[config.mk]
export PLATFORM = sky130hd
export DESIGN_NAME = clk_rst_seq
export DESIGN_NICKNAME = d
export VERILOG_FILES = /design/src/rtl/clk_rst_seq_pkg.sv /design/src/rtl/clk_rst_seq_ch.sv /design/src/rtl/clk_rst_seq.sv
export SDC_FILE = /design/constraint.sdc
export NUM_CORES = 1
export LEC_CHECK = 0
export ABC_AREA = 1
export CAP_MARGIN = 20
export CORE_AREA = 5 5 116 118
export DETAILED_ROUTE_END_ITERATION = 10
export DIE_AREA = 0 0 121 123
export HOLD_SLACK_MARGIN = 0.12
export PLACE_DENSITY = 0.72
export SYNTH_ARGS = -nofsm -noshare
export SYNTH_HDL_FRONTEND = slang
export SYNTH_HIERARCHICAL = 1
export SYNTH_SLANG_ARGS = --single-unit
[constraint.sdc]
create_clock -name clk_fr -period 1.6 [get_ports clk_fr]
set_input_delay 0.32 -clock clk_fr [delete_from_list [all_inputs] [get_ports clk_fr]]
set_output_delay 0.32 -clock clk_fr [all_outputs]
set_load 0.02 [all_outputs]
[src/rtl/clk_rst_seq_pkg.sv]
// Shared types and helpers for the clock-enable / reset sequencer.
// Optional stats counters are enabled with CLK_RST_SEQ_STATS_EN.
package clk_rst_seq_pkg;

    typedef enum logic {
        HOLD = 1'b0,
        RUN  = 1'b1
    } ch_state_e;

    localparam int unsigned CNT_W_DEF = 8;

    function automatic int unsigned hold_init(
        input int unsigned idx,
        input int unsigned rst_cycles,
        input int unsigned stagger
    );
        return rst_cycles + idx * stagger;
    endfunction

endpackage

[src/rtl/clk_rst_seq_ch.sv]
// One sequencer channel: HOLD/RUN reset FSM, clock-enable divider and
// (with CLK_RST_SEQ_STATS_EN) a saturating soft-reset counter.
module clk_rst_seq_ch
    import clk_rst_seq_pkg::*;
#(
    parameter int unsigned CNT_W     = CNT_W_DEF,
    parameter int unsigned HOLD_INIT = 10
) (
    input  logic             clk_i,
    input  logic             rst_ni,
    input  logic [CNT_W-1:0] div_i,
    input  logic             rst_req_i,
    input  logic [CNT_W-1:0] rst_len_i,
    output logic             clk_en_o,
    output logic             rst_n_o,
    output logic             busy_o
`ifdef CLK_RST_SEQ_STATS_EN
    ,
    output logic [7:0]       rst_cnt_o
`endif
);

    localparam logic [CNT_W-1:0] ONE     = CNT_W'(1);
    localparam logic [CNT_W-1:0] HOLD_LD = CNT_W'(HOLD_INIT);

    ch_state_e        state_q, state_d;
    logic [CNT_W-1:0] hcnt_q, hcnt_d;
    logic [CNT_W-1:0] dcnt_q, dcnt_d;
    logic [CNT_W-1:0] div_q, div_d;
    logic             en_q, en_d;

    always_comb begin
        state_d = state_q;
        hcnt_d  = hcnt_q;
        if (rst_req_i) begin
            state_d = HOLD;
            hcnt_d  = (rst_len_i == '0) ? ONE : rst_len_i;
        end else if (state_q == HOLD) begin
            if (hcnt_q <= ONE) state_d = RUN;
            else               hcnt_d  = hcnt_q - ONE;
        end
    end

    // Divide value is only picked up at wrap, so a period always completes.
    always_comb begin
        en_d   = (dcnt_q == div_q);
        dcnt_d = en_d ? '0 : dcnt_q + ONE;
        div_d  = en_d ? div_i : div_q;
    end

    always_ff @(posedge clk_i) begin
        if (!rst_ni) begin
            state_q <= HOLD;
            hcnt_q  <= HOLD_LD;
            dcnt_q  <= '0;
            div_q   <= div_i;
            en_q    <= 1'b0;
        end else begin
            state_q <= state_d;
            hcnt_q  <= hcnt_d;
            dcnt_q  <= dcnt_d;
            div_q   <= div_d;
            en_q    <= en_d;
        end
    end

    assign clk_en_o = en_q;
    assign rst_n_o  = (state_q == RUN);
    assign busy_o   = (state_q != RUN);

`ifdef CLK_RST_SEQ_STATS_EN
    logic [7:0] scnt_q, scnt_d;

    always_comb begin
        scnt_d = scnt_q;
        if (rst_req_i && scnt_q != 8'hFF) scnt_d = scnt_q + 8'd1;
    end

    always_ff @(posedge clk_i) begin
        if (!rst_ni) scnt_q <= '0;
        else         scnt_q <= scnt_d;
    end

    assign rst_cnt_o = scnt_q;
`endif

endmodule

[src/rtl/clk_rst_seq.sv]
// Multi-channel clock-enable and staggered reset sequencer (top).
// Define CLK_RST_SEQ_STATS_EN to add the ch_rst_cnt output.
module clk_rst_seq
    import clk_rst_seq_pkg::*;
#(
    parameter int unsigned NUM_CH     = 4,
    parameter int unsigned CNT_W      = CNT_W_DEF,
    parameter int unsigned RST_CYCLES = 10,
    parameter int unsigned STAGGER    = 4
) (
    input  logic                    clk_fr,
    input  logic                    rst,
    input  logic [NUM_CH*CNT_W-1:0] ch_div,
    input  logic [NUM_CH-1:0]       ch_rst_req,
    input  logic [CNT_W-1:0]        ch_rst_len,
    output logic [NUM_CH-1:0]       ch_clk_en,
    output logic [NUM_CH-1:0]       ch_rst_n,
    output logic [NUM_CH-1:0]       ch_busy,
    output logic                    all_rdy
`ifdef CLK_RST_SEQ_STATS_EN
    ,
    output logic [NUM_CH*8-1:0]     ch_rst_cnt
`endif
);

    localparam longint MAX_HOLD =
        longint'(RST_CYCLES) + longint'(NUM_CH - 1) * longint'(STAGGER);

    if (NUM_CH < 1 || NUM_CH > 16) begin : g_bad_nch
        $fatal(1, "clk_rst_seq: NUM_CH must be 1..16");
    end
    if (MAX_HOLD >= (longint'(1) << CNT_W)) begin : g_bad_hold
        $fatal(1, "clk_rst_seq: hold length does not fit CNT_W");
    end

    for (genvar k = 0; k < NUM_CH; k++) begin : g_ch
        clk_rst_seq_ch #(
            .CNT_W    (CNT_W),
            .HOLD_INIT(hold_init(k, RST_CYCLES, STAGGER))
        ) u_ch (
            .clk_i    (clk_fr),
            .rst_ni   (rst),
            .div_i    (ch_div[k*CNT_W +: CNT_W]),
            .rst_req_i(ch_rst_req[k]),
            .rst_len_i(ch_rst_len),
            .clk_en_o (ch_clk_en[k]),
            .rst_n_o  (ch_rst_n[k]),
            .busy_o   (ch_busy[k])
`ifdef CLK_RST_SEQ_STATS_EN
            ,
            .rst_cnt_o(ch_rst_cnt[k*8 +: 8])
`endif
        );
    end

    // A request in flight already counts as not-ready, one cycle ahead of state.
    logic all_rdy_q, all_rdy_d;

    always_comb begin
        all_rdy_d = (&(~ch_busy)) & ~(|ch_rst_req);
    end

    always_ff @(posedge clk_fr) begin
        if (!rst) all_rdy_q <= 1'b0;
        else      all_rdy_q <= all_rdy_d;
    end

    assign all_rdy = all_rdy_q;

endmodule

Word level (Yosys, flattened, before mapping)
Index checks and enable logic that the tools add are counted.
{ "word_totals": {"regBits": 105, "output_inout_bits": 13} }
{ "op_classes": {"reduce_logical": 15, "n_addsub": 8, "muxes": 29, "n_bitwise": 8, "eq_ne": 16, "order_cmp": 4} }
{ "ops": {"columns": ["op", "n"], "rows": [
  ["$mux W8", 21],
  ["$add A8 B1 Y8 const B", 4],
  ["$eq A8 B8 Y1", 4],
  ["$le A8 B1 Y1 const B", 4],
  ["$sub A8 B1 Y8 const B", 4],
  ["$ne A2 B2 Y1 const B", 8],
  ["$reduce_or A2 Y1", 8],
  ["$logic_not A8 Y1", 1],
  ["$mux W1", 8],
  ["$ne A2 B1 Y1 const B", 4],
  ["$reduce_and A2 Y1", 4],
  ["$not A1 Y1", 6],
  ["$not A4 Y4", 1],
  ["$reduce_and A4 Y1", 1],
  ["$reduce_or A4 Y1", 1],
  ["$and A1 B1 Y1", 1]
]} }

Depth between registers and ports, before layout
Gate-level depths: netlist of run 1.
{ "logic_depth": {"depth_word": 4, "ltp_mapped": 10, "mapped_depth_nobuf": 10} }

By module
The synthesis of run 1 kept the hierarchy.
{ "by_module_without_submodules": {"columns": ["module", "instances", "area_per_inst_um2", "cells_per_inst"], "rows": [
  ["clk_rst_seq_ch at g_ch[0].u_ch", 1, 1355.0, 156],
  ["clk_rst_seq_ch at g_ch[1].u_ch", 1, 1335.0, 157],
  ["clk_rst_seq_ch at g_ch[3].u_ch", 1, 1332.5, 156],
  ["clk_rst_seq_ch at g_ch[2].u_ch", 1, 1316.3, 158],
  ["clk_rst_seq", 1, 51.3, 8]
]} }

Worst setup path before layout of run 1
OpenSTA, ideal clock, no wires.
{ "synth_timing": {"path_type": "reg2reg", "from": "reg g_ch[1].u_ch.hcnt_q[0]", "to": "reg g_ch[1].u_ch.hcnt_q[7]", "setup_time_ns": 0.127, "n_path_buf": 0, "synth_period_minus_slack_ns": 1.345, "required_ns": 1.473, "setup_slack_ns": 0.255, "path_stages_with_launch": 11, "t_arrival_ns": 1.218, "cell_sequence": "dfxtp_1 inv_1 ha_1 nor2_1 nor2_2 nand2_4 nand2_8 nand3_1 nand2_1 nor2_1 nor2_1"} }
{ "synth_between": {"elab_chain_len": 4} }
{ "synth_rtl": {"columns": ["element", "line_no", "rtl"], "rows": [
  ["start, declared", "clk_rst_seq_ch.sv:27", "logic [CNT_W-1:0] hcnt_q, hcnt_d;"],
  ["start signal, assigned", "clk_rst_seq_ch.sv:60", "hcnt_q <= hcnt_d;"],
  ["$sub A8 B1 Y8", "clk_rst_seq_ch.sv:40", "else hcnt_d = hcnt_q - ONE;"],
  ["$mux W8", "clk_rst_seq_ch.sv:39", "if (hcnt_q <= ONE) state_d = RUN;"],
  ["$mux W8", "clk_rst_seq_ch.sv:38", "end else if (state_q == HOLD) begin"],
  ["$mux W8", "clk_rst_seq_ch.sv:35", "if (rst_req_i) begin"]
]} }
Parallel ways exist; a longest one is shown, timed or not. The select of a mux whose other input is x is not followed.
A chain may end at the register's enable or synchronous reset.

Worst setup path in the final report of run 1
{ "layout_timing": {"from": "reg g_ch[1].u_ch.hcnt_q[1]", "to": "reg g_ch[1].u_ch.hcnt_q[5]"} }
The elaborated chain is that of the path after synthesis.

==> key figures, run 1 <==
Outcome
  • Outcome: completed

Critical path
  • R2R depth: 10
  • Worst Path Max Fanout: 6
  • Classification of the worst setup path: register to register
  • Worst Setup End Kind: register
  • Worst EP arrival: around 1800 ps
  • Critical path startpoint category: register
  • Worst EP required: approximately 1900 ps
  • Worst reg2reg setup slack: between 90 and 100 ps

Worst hold path
  • Min-Delay Path Class: register to register
  • Hold Path Cell Cnt: 1

Global routing
  • First-pass GRT wire length: between 15000 and 20000 um
  • Largest net degree at the start of global routing: 20
  • Vias in the first global route: 4340
  • Met3 Use GR: under 10%
  • Grt total ovfl: 0
  • Busiest grt layer: met2
  • Antenna violations before repair: 0
  • GR Layer Usage met2: between 20 and 30%
  • Met1 Resource Use GR: roughly 19%
  • Total Routing Usage GR: between 15 and 20%

Floorplan
  • Die Span Y: approximately 120 um
  • Core Area: 12400 um2
  • Die Width: ~120 um
  • Starting Density: a little over two fifths
  • Die Outline Area: 14900 um2
  • I/O pin count: 59
  • Row cnt: between 40 and 50

Clocking
  • CTS H-tree lvls: 3
  • CTS root buf: clkbuf_16
  • Worst-Skew Late Latency: roughly 350 ps
  • Deepest clock path buffer count: 2
  • Clock-pin slew on the worst setup and hold paths: approximately 70 ps
  • Num CTS Buffers: 9
  • CTS tree: done
  • Total clock sinks: roughly 110

Cells and area
  • Final instance area: 6730 um2
  • Layout cells sized above 1: between 15 and 20%
  • Area grow syn2layout: 24.8%
  • Most frequent cells in the layout: nand2_1 (118), nor2_1 (91), dfxtp_1 (71)
  • Layout Nets: 786
  • Area of the multi-input gates: 2660 um2
  • Fill cell count: 1129
  • Number of diodes: 0
  • Most common cell after layout, fill and taps aside: nand2_1
  • Sequential cell area: roughly 2400 um2

Timing
  • Worst Skew: approximately 6 ps
  • RSZ-0062 raised after global routing: false
  • Slew Limit Fails: 0
  • Final worst-path cycle share: about 94%
  • Worst Tran Pin Value: between 400 and 500 ps
  • Max Clk Rate: approximately 670 MHz
  • Setup-failing EPs final: 0
  • Fin crit period: around 1500 ps
  • Post-layout worst setup margin: 97.9 ps
  • Slew margin rel.: 73.1%
  • Final Hold Fails: 0
  • Final hold slack: 477 ps

Power
  • Pwr dens: just under 900 nW/um2
  • Leakage power: between 2 and 3 nW
  • Max VDD drop: ~750 uV
  • Final Power: between 5 and 6 mW

Drt
  • DR WL/cell: between 10 and 15 um
  • Vias per inst: roughly 4.8
  • DR iter-0 viols: roughly 250
  • DRC: 0
  • Via count: approximately 4300
  • DRT Pass-1 Iters: 4
  • Routed Antenna Nets: 0
  • WL final: 11200 um

Placed design
  • Cell area after placement: around 6400 um2
  • Post-DP HPWL: 8530 um
  • Setup WS pre-CTS: -31.4 ps
  • PortBufs: 58
  • GP Congestion: a little over 0.9

Job
  • Max Cap Violations: 0

Logic synthesis
  • Top-area cell type share of the netlist area: 27.1%
  • Seq/Total Area, Yosys: about 45%
  • Synth Cell Area: around 5400 um2
  • Syn Nets: slightly below 700
  • Avg Synthesized Cell Area: roughly 8.5 um2
  • Main area contributors after synthesis: dfxtp_1 (27%), edfxtp_1 (18%), nand2_1 (8.2%), nor2_1 (6.5%), xor2_1 (5.2%)
  • Post-synthesis register bit count: 105
  • Synthesis warning total: 6
  • Synth unique cells: 31
  • Synth area leader: dfxtp_1
  • Post-Synthesis Cells: roughly 640
[flip-flops by register name, summed over array words and instances, names as in the netlist]
signal and flops:
g_ch.u_ch/clk_en_o 4, all_rdy 1, g_ch.u_ch/hcnt_q 32, g_ch.u_ch/dcnt_q 32, g_ch.u_ch/rst_n_o 4, g_ch.u_ch/div_q 32
[kinds of logic (layout without fill, tap and decap cells)]
| kind of cell | Yosys count | in the layout | share of synthesized area [%] |
|---|---|---|---|
| xor+xnor | 61 | 61 | 9.91 |
| compound gates | 46 | 46 | 5.39 |
| fa+ha+maj | 12 | 12 | 2.79 |
| buf+inv | 76 | 174 | 6.01 |
| flops | 105 | 105 | 44.9 |
| simple gates | 335 | 335 | 31.0 |
[cells in the mapped netlist]
cell type	n
inv_4	1
or2_2	4
ha_1	12
nand4_1	12
buf_4	5
inv_1	49
a21oi_1	16
nand2_8	6
dfxtp_1	73
nand3_2	1
o21ai_1	2
or2_1	1
nand2_2	14
edfxtp_1	32
xnor2_1	29
nor2_1	93
nor3_1	16
o211ai_1	9
o21ai_2	10
xor2_1	32
o21ai_0	9
nor2_2	3
buf_2	3
nor2_8	4
nand2_1	118
bufinv_8	1
nand3b_1	1
nand2_4	5
nand3_1	53
inv_2	17
nor2_4	4
[metal layers]
| metal | part of all wire [%] | wire (um) |
|---|---|---|
| met1 | 44 | 4920 |
| met2 | 49 | 5520 |
| met3 | 5.8 | 643 |
| met4 | 0.86 | 96 |
| met5 | 0 | 0 |
[what timing repair did]
action                                  CTS  global route
resized for setup                        10             9
hold buffers                              0             0
endpoints found under the setup margin   10            32
setup buffers                             0             1
gates cloned                              0             0
endpoints found under the hold margin     0             0
pin swaps                                 0             1
[worst max-delay path, stage by stage, from the launching register on]
cell     delay (ps)
dfxtp_1         310
inv_1           100
ha_1            270
nor2_2           70
nor2_2          150
nand2_4          90
nand2_8         100
nand2_8          70
nor2_8          110
nand2_1          90
o21ai_2          60
[power by group]
part           switching, mW  internal (mW)  total, mW  leakage [nW]
Clock                   1.02           1.10       2.12         0.139
Combinational          0.448          0.385      0.833          1.86
Sequential             0.111           2.89       3.00         0.913
Total                   1.58           4.37       5.95          2.92
[through the flow]
stage | std cells | util (%) | TNS [ps]
after floorplan | 635 | - | 0
after global placement | 888 | 51.9 | 0
after detailed placement | 888 | 51.9 | -43.5
after CTS | 904 | 54.2 | 0
after global routing | 905 | 54.4 | 0
final | 905 | 54.4 | 0
[layout make-up]
type	count	area share, %
Sequential cell	105	36.0
Clock buffer	10	3.40
Timing Repair Buffer	90	12.9
Inverter	68	4.04
Multi-Input combinational cell	454	39.5
Tap cell	172	3.20
Clock inverter	6	0.949
[worst paths after layout]
kind                     startpoint                endpoint
max reg2reg  g_ch[1].u_ch/hcnt_q[1]  g_ch[1].u_ch/hcnt_q[5]
max          g_ch[1].u_ch/hcnt_q[1]  g_ch[1].u_ch/hcnt_q[5]
min reg2reg  g_ch[3].u_ch/dcnt_q[0]  g_ch[3].u_ch/dcnt_q[0]
min          g_ch[3].u_ch/dcnt_q[0]  g_ch[3].u_ch/dcnt_q[0]
No activity file was read; power rests on OpenSTA's default activity.
==> inputs of run 2 (changes only) <==
Settings changed: CORE_AREA 5 5 116 118 to 5 5 127 129, DIE_AREA 0 0 121 123 to 0 0 132 134, PLACE_DENSITY 0.72 to 0.63.
==> run 2 against run 1 <==
Net effect: maximum frequency up 1.8%; core utilization shrank 9.3 points; final area about the same; final cell count increased by 1.5%; first-iteration DRC count grew 27%; worst hold slack better by 1.6 ps; critical path depth fell by 8; sequential share of layout area about the same; register-to-register slack improved by 40 ps; wire length increased by 2.7%; clock-buffer cell count unchanged.
==> key figures, run 2 (synthesis results as in run 1) <==
Outcome
  • Outcome: completed (unchanged)

Timing
  • Fin crit period: 1480 ps (was 1500 ps)
  • Max Clk Rate: 678 MHz (was 666 MHz)
  • Final worst-path cycle share: 92.2% (was 93.9%)
  • Post-layout worst setup margin: 125 ps (was 97.9 ps)
  • Setup TNS: 0 ps (unchanged)
  • Slew margin rel.: 73.5% (was 73.1%)
  • Worst Skew: 5.03 ps (was 5.88 ps)
  • Final Hold Fails: 0 (unchanged)
  • Slew Limit Fails: 0 (unchanged)
  • Final hold slack: 479 ps (was 477 ps)
  • Worst Tran Pin Value: 397 ps (was 403 ps)
  • Setup-failing EPs final: 0 (unchanged)

Clocking
  • CTS tree: done (unchanged)
  • CTS H-tree lvls: 3 (unchanged)
  • Num CTS Buffers: 9 (unchanged)
  • Total clock sinks: 105 (unchanged)
  • Setup bufs post-CTS: 0 (unchanged)
  • Worst-Skew Late Latency: 350 ps (about the same)
  • CTS root buf: clkbuf_16 (unchanged)
  • Deepest clock path buffer count: 2 (unchanged)
  • Clock-pin slew on the worst setup and hold paths: 70 ps (about the same)

Cells and area
  • Most frequent cells in the layout: nand2_1 (118), nor2_1 (92), dfxtp_1 (71) (was nand2_1 (118), nor2_1 (91), dfxtp_1 (71))
  • Layout Nets: 784 (was 786)
  • Finished Core Util: 45.1% (was 54.4%)
  • Most common cell after layout, fill and taps aside: nand2_1 (unchanged)
  • Number of diodes: 0 (unchanged)
  • Regs by FF count: g_ch.u_ch/dcnt_q (32), g_ch.u_ch/div_q (32), g_ch.u_ch/hcnt_q (32) (unchanged)
  • Area of the multi-input gates: 2650 um2 (was 2660 um2)
  • Layout cells sized above 1: 16.6% (about the same)
  • Area grow syn2layout: 24.8% (about the same)
  • Sequential cell area: 2420 um2 (unchanged)
  • Fill cell count: 1438 (was 1129)

Drt
  • Vias per inst: 4.66 (was 4.78)
  • Via count: 4281 (was 4323)
  • DRT Pass-1 Iters: 5 (was 4)
  • DRC: 0 (unchanged)
  • Routed Antenna Nets: 0 (unchanged)
  • WL final: 11500 um (was 11200 um)
  • DR iter-0 viols: 314 (was 248)
  • DR WL/cell: 12.5 um (was 12.4 um)

Critical path
  • Worst Path Max Fanout: 2 (was 6)
  • Worst EP arrival: 1160 ps (was 1780 ps)
  • Slowest CP cell: dlygate4sd2_1 (was dfxtp_1)
  • Worst r2r src: g_ch[0].u_ch/dcnt_q[2] (was g_ch[1].u_ch/hcnt_q[1])
  • Worst reg2reg setup slack: 140 ps (was 100 ps)
  • Buf+Inv Stages, Crit Path: 2 (was 1)
  • Classification of the worst setup path: register to primary output (was register to register)
  • Critical R2R Capture: g_ch[0].u_ch/div_q[4] (was g_ch[1].u_ch/hcnt_q[5])
  • Worst path top cell family by delay: buffers and inverters (was simple AND/OR/NAND/NOR gates)
  • Worst Setup End Kind: primary output (was register)
  • Crit-path cells: inv_1 -> dlygate4sd2_1 (was inv_1 -> ha_1 -> nor2_2 -> nor2_2 -> nand2_4 -> nand2_8 -> nand2_8 -> nor2_8 -> nand2_1 -> o21ai_2)
  • R2R depth: 5 (was 10)
  • Delay of the slowest critical-path stage: 380 ps (was 310 ps)
  • Critical path startpoint category: register (unchanged)
  • Worst EP required: 1280 ps (was 1880 ps)

Power
  • Max VDD drop: 567 uV (was 747 uV)
  • Final Power: 5.93 mW (was 5.95 mW)
  • Leakage power: 2.90 nW (was 2.92 nW)
  • Pwr dens: 881 nW/um2 (was 884 nW/um2)

Global routing
  • Vias in the first global route: 4337 (was 4340)
  • Total Routing Usage GR: 13.6% (was 16.1%)
  • Largest net degree at the start of global routing: 18 (was 20)
  • Grt total ovfl: 0 (unchanged)
  • First-pass GRT wire length: 20000 um (was 19400 um)
  • Antenna violations before repair: 0 (unchanged)

Floorplan
  • Core Area: 14900 um2 (was 12400 um2)
  • I/O pin count: 59 (unchanged)
  • Row cnt: 45 (was 41)
  • Die Span Y: 134 um (was 123 um)
  • Die Outline Area: 17700 um2 (was 14900 um2)
  • Starting Density: 36.1% (was 43.6%)
  • Die Width: 132 um (was 121 um)

Placed design
  • PortBufs: 58 (unchanged)
  • Post-DP HPWL: 8800 um (was 8530 um)
  • Setup WS pre-CTS: 7.73 ps (was -31.4 ps)
  • GP Congestion: 0.874 (was 0.906)

Worst hold path
  • Hold Path Cell Cnt: 2 (was 1)
  • Hold endpoint: g_ch[0].u_ch/hcnt_q[0] (was g_ch[3].u_ch/dcnt_q[0])
  • Min-Delay Path Class: register to register (unchanged)
  • Hold_sp: g_ch[0].u_ch/hcnt_q[0] (was g_ch[3].u_ch/dcnt_q[0])

Job
  • Max Cap Violations: 0 (unchanged)
[run 2: layer usage]
layer	GRT usage (%)	vias to the layer above	wire, um
met5	0	-	0
met4	5.20	0	188
met3	2.96	13	512
met2	22.7	82	5460
met1	17.2	1967	5320
li1	-	2219	-
[run 2: worst min-delay path: cells and delay by family (launching register included)]
| family | cells | cell delay, ps |
|---|---|---|
| compound gates | 1 | 40 |
| simple gates | 1 | 60 |
| flops | 1 | 340 |
[run 2: worst max-delay path by stage]
stage | startpoint | end | slack (ps) | depth (start not counted)
detailed placement | ch_rst_len[7] | g_ch[3].u_ch/hcnt_q[7] | 8 | 6
global route | g_ch[3].u_ch/hcnt_q[0] | g_ch[3].u_ch/hcnt_q[7] | -2 | 10
global placement | ch_rst_len[7] | g_ch[3].u_ch/hcnt_q[7] | 10 | 6
floorplan | g_ch[1].u_ch/hcnt_q[0] | g_ch[1].u_ch/hcnt_q[7] | 250 | 10
CTS | g_ch[2].u_ch/clk_en_o | ch_clk_en[2] | 7 | 1
finish | g_ch[1].u_ch/rst_n_o | ch_busy[1] | 120 | 2
[run 2: what timing repair did]
action,CTS,global route
hold buffers,0,0
resized for setup,10,8
endpoints found under the setup margin,10,17
[run 2: stage by stage]
stage                     cells  area [um2]
after floorplan             635        5390
after global placement      903        6440
after detailed placement    903        6440
after CTS                   919        6710
after global routing        919        6730
final                       919        6730
[run 2: layout make-up]
type	count	share of cell area (%)
inverter	68	4.04
sequential	105	36.0
tap	188	3.50
clock inverter	6	0.632
clock buffer	10	3.55
timing repair buffer	88	12.8
multi-input combinational	454	39.4
[run 2: where the power goes]
part           total (mW)  internal [mW]  switching, mW  leakage (nW)
Sequential           3.00           2.89          0.112         0.913
Clock                2.09           1.10          0.986         0.135
Combinational       0.839          0.389          0.451          1.85
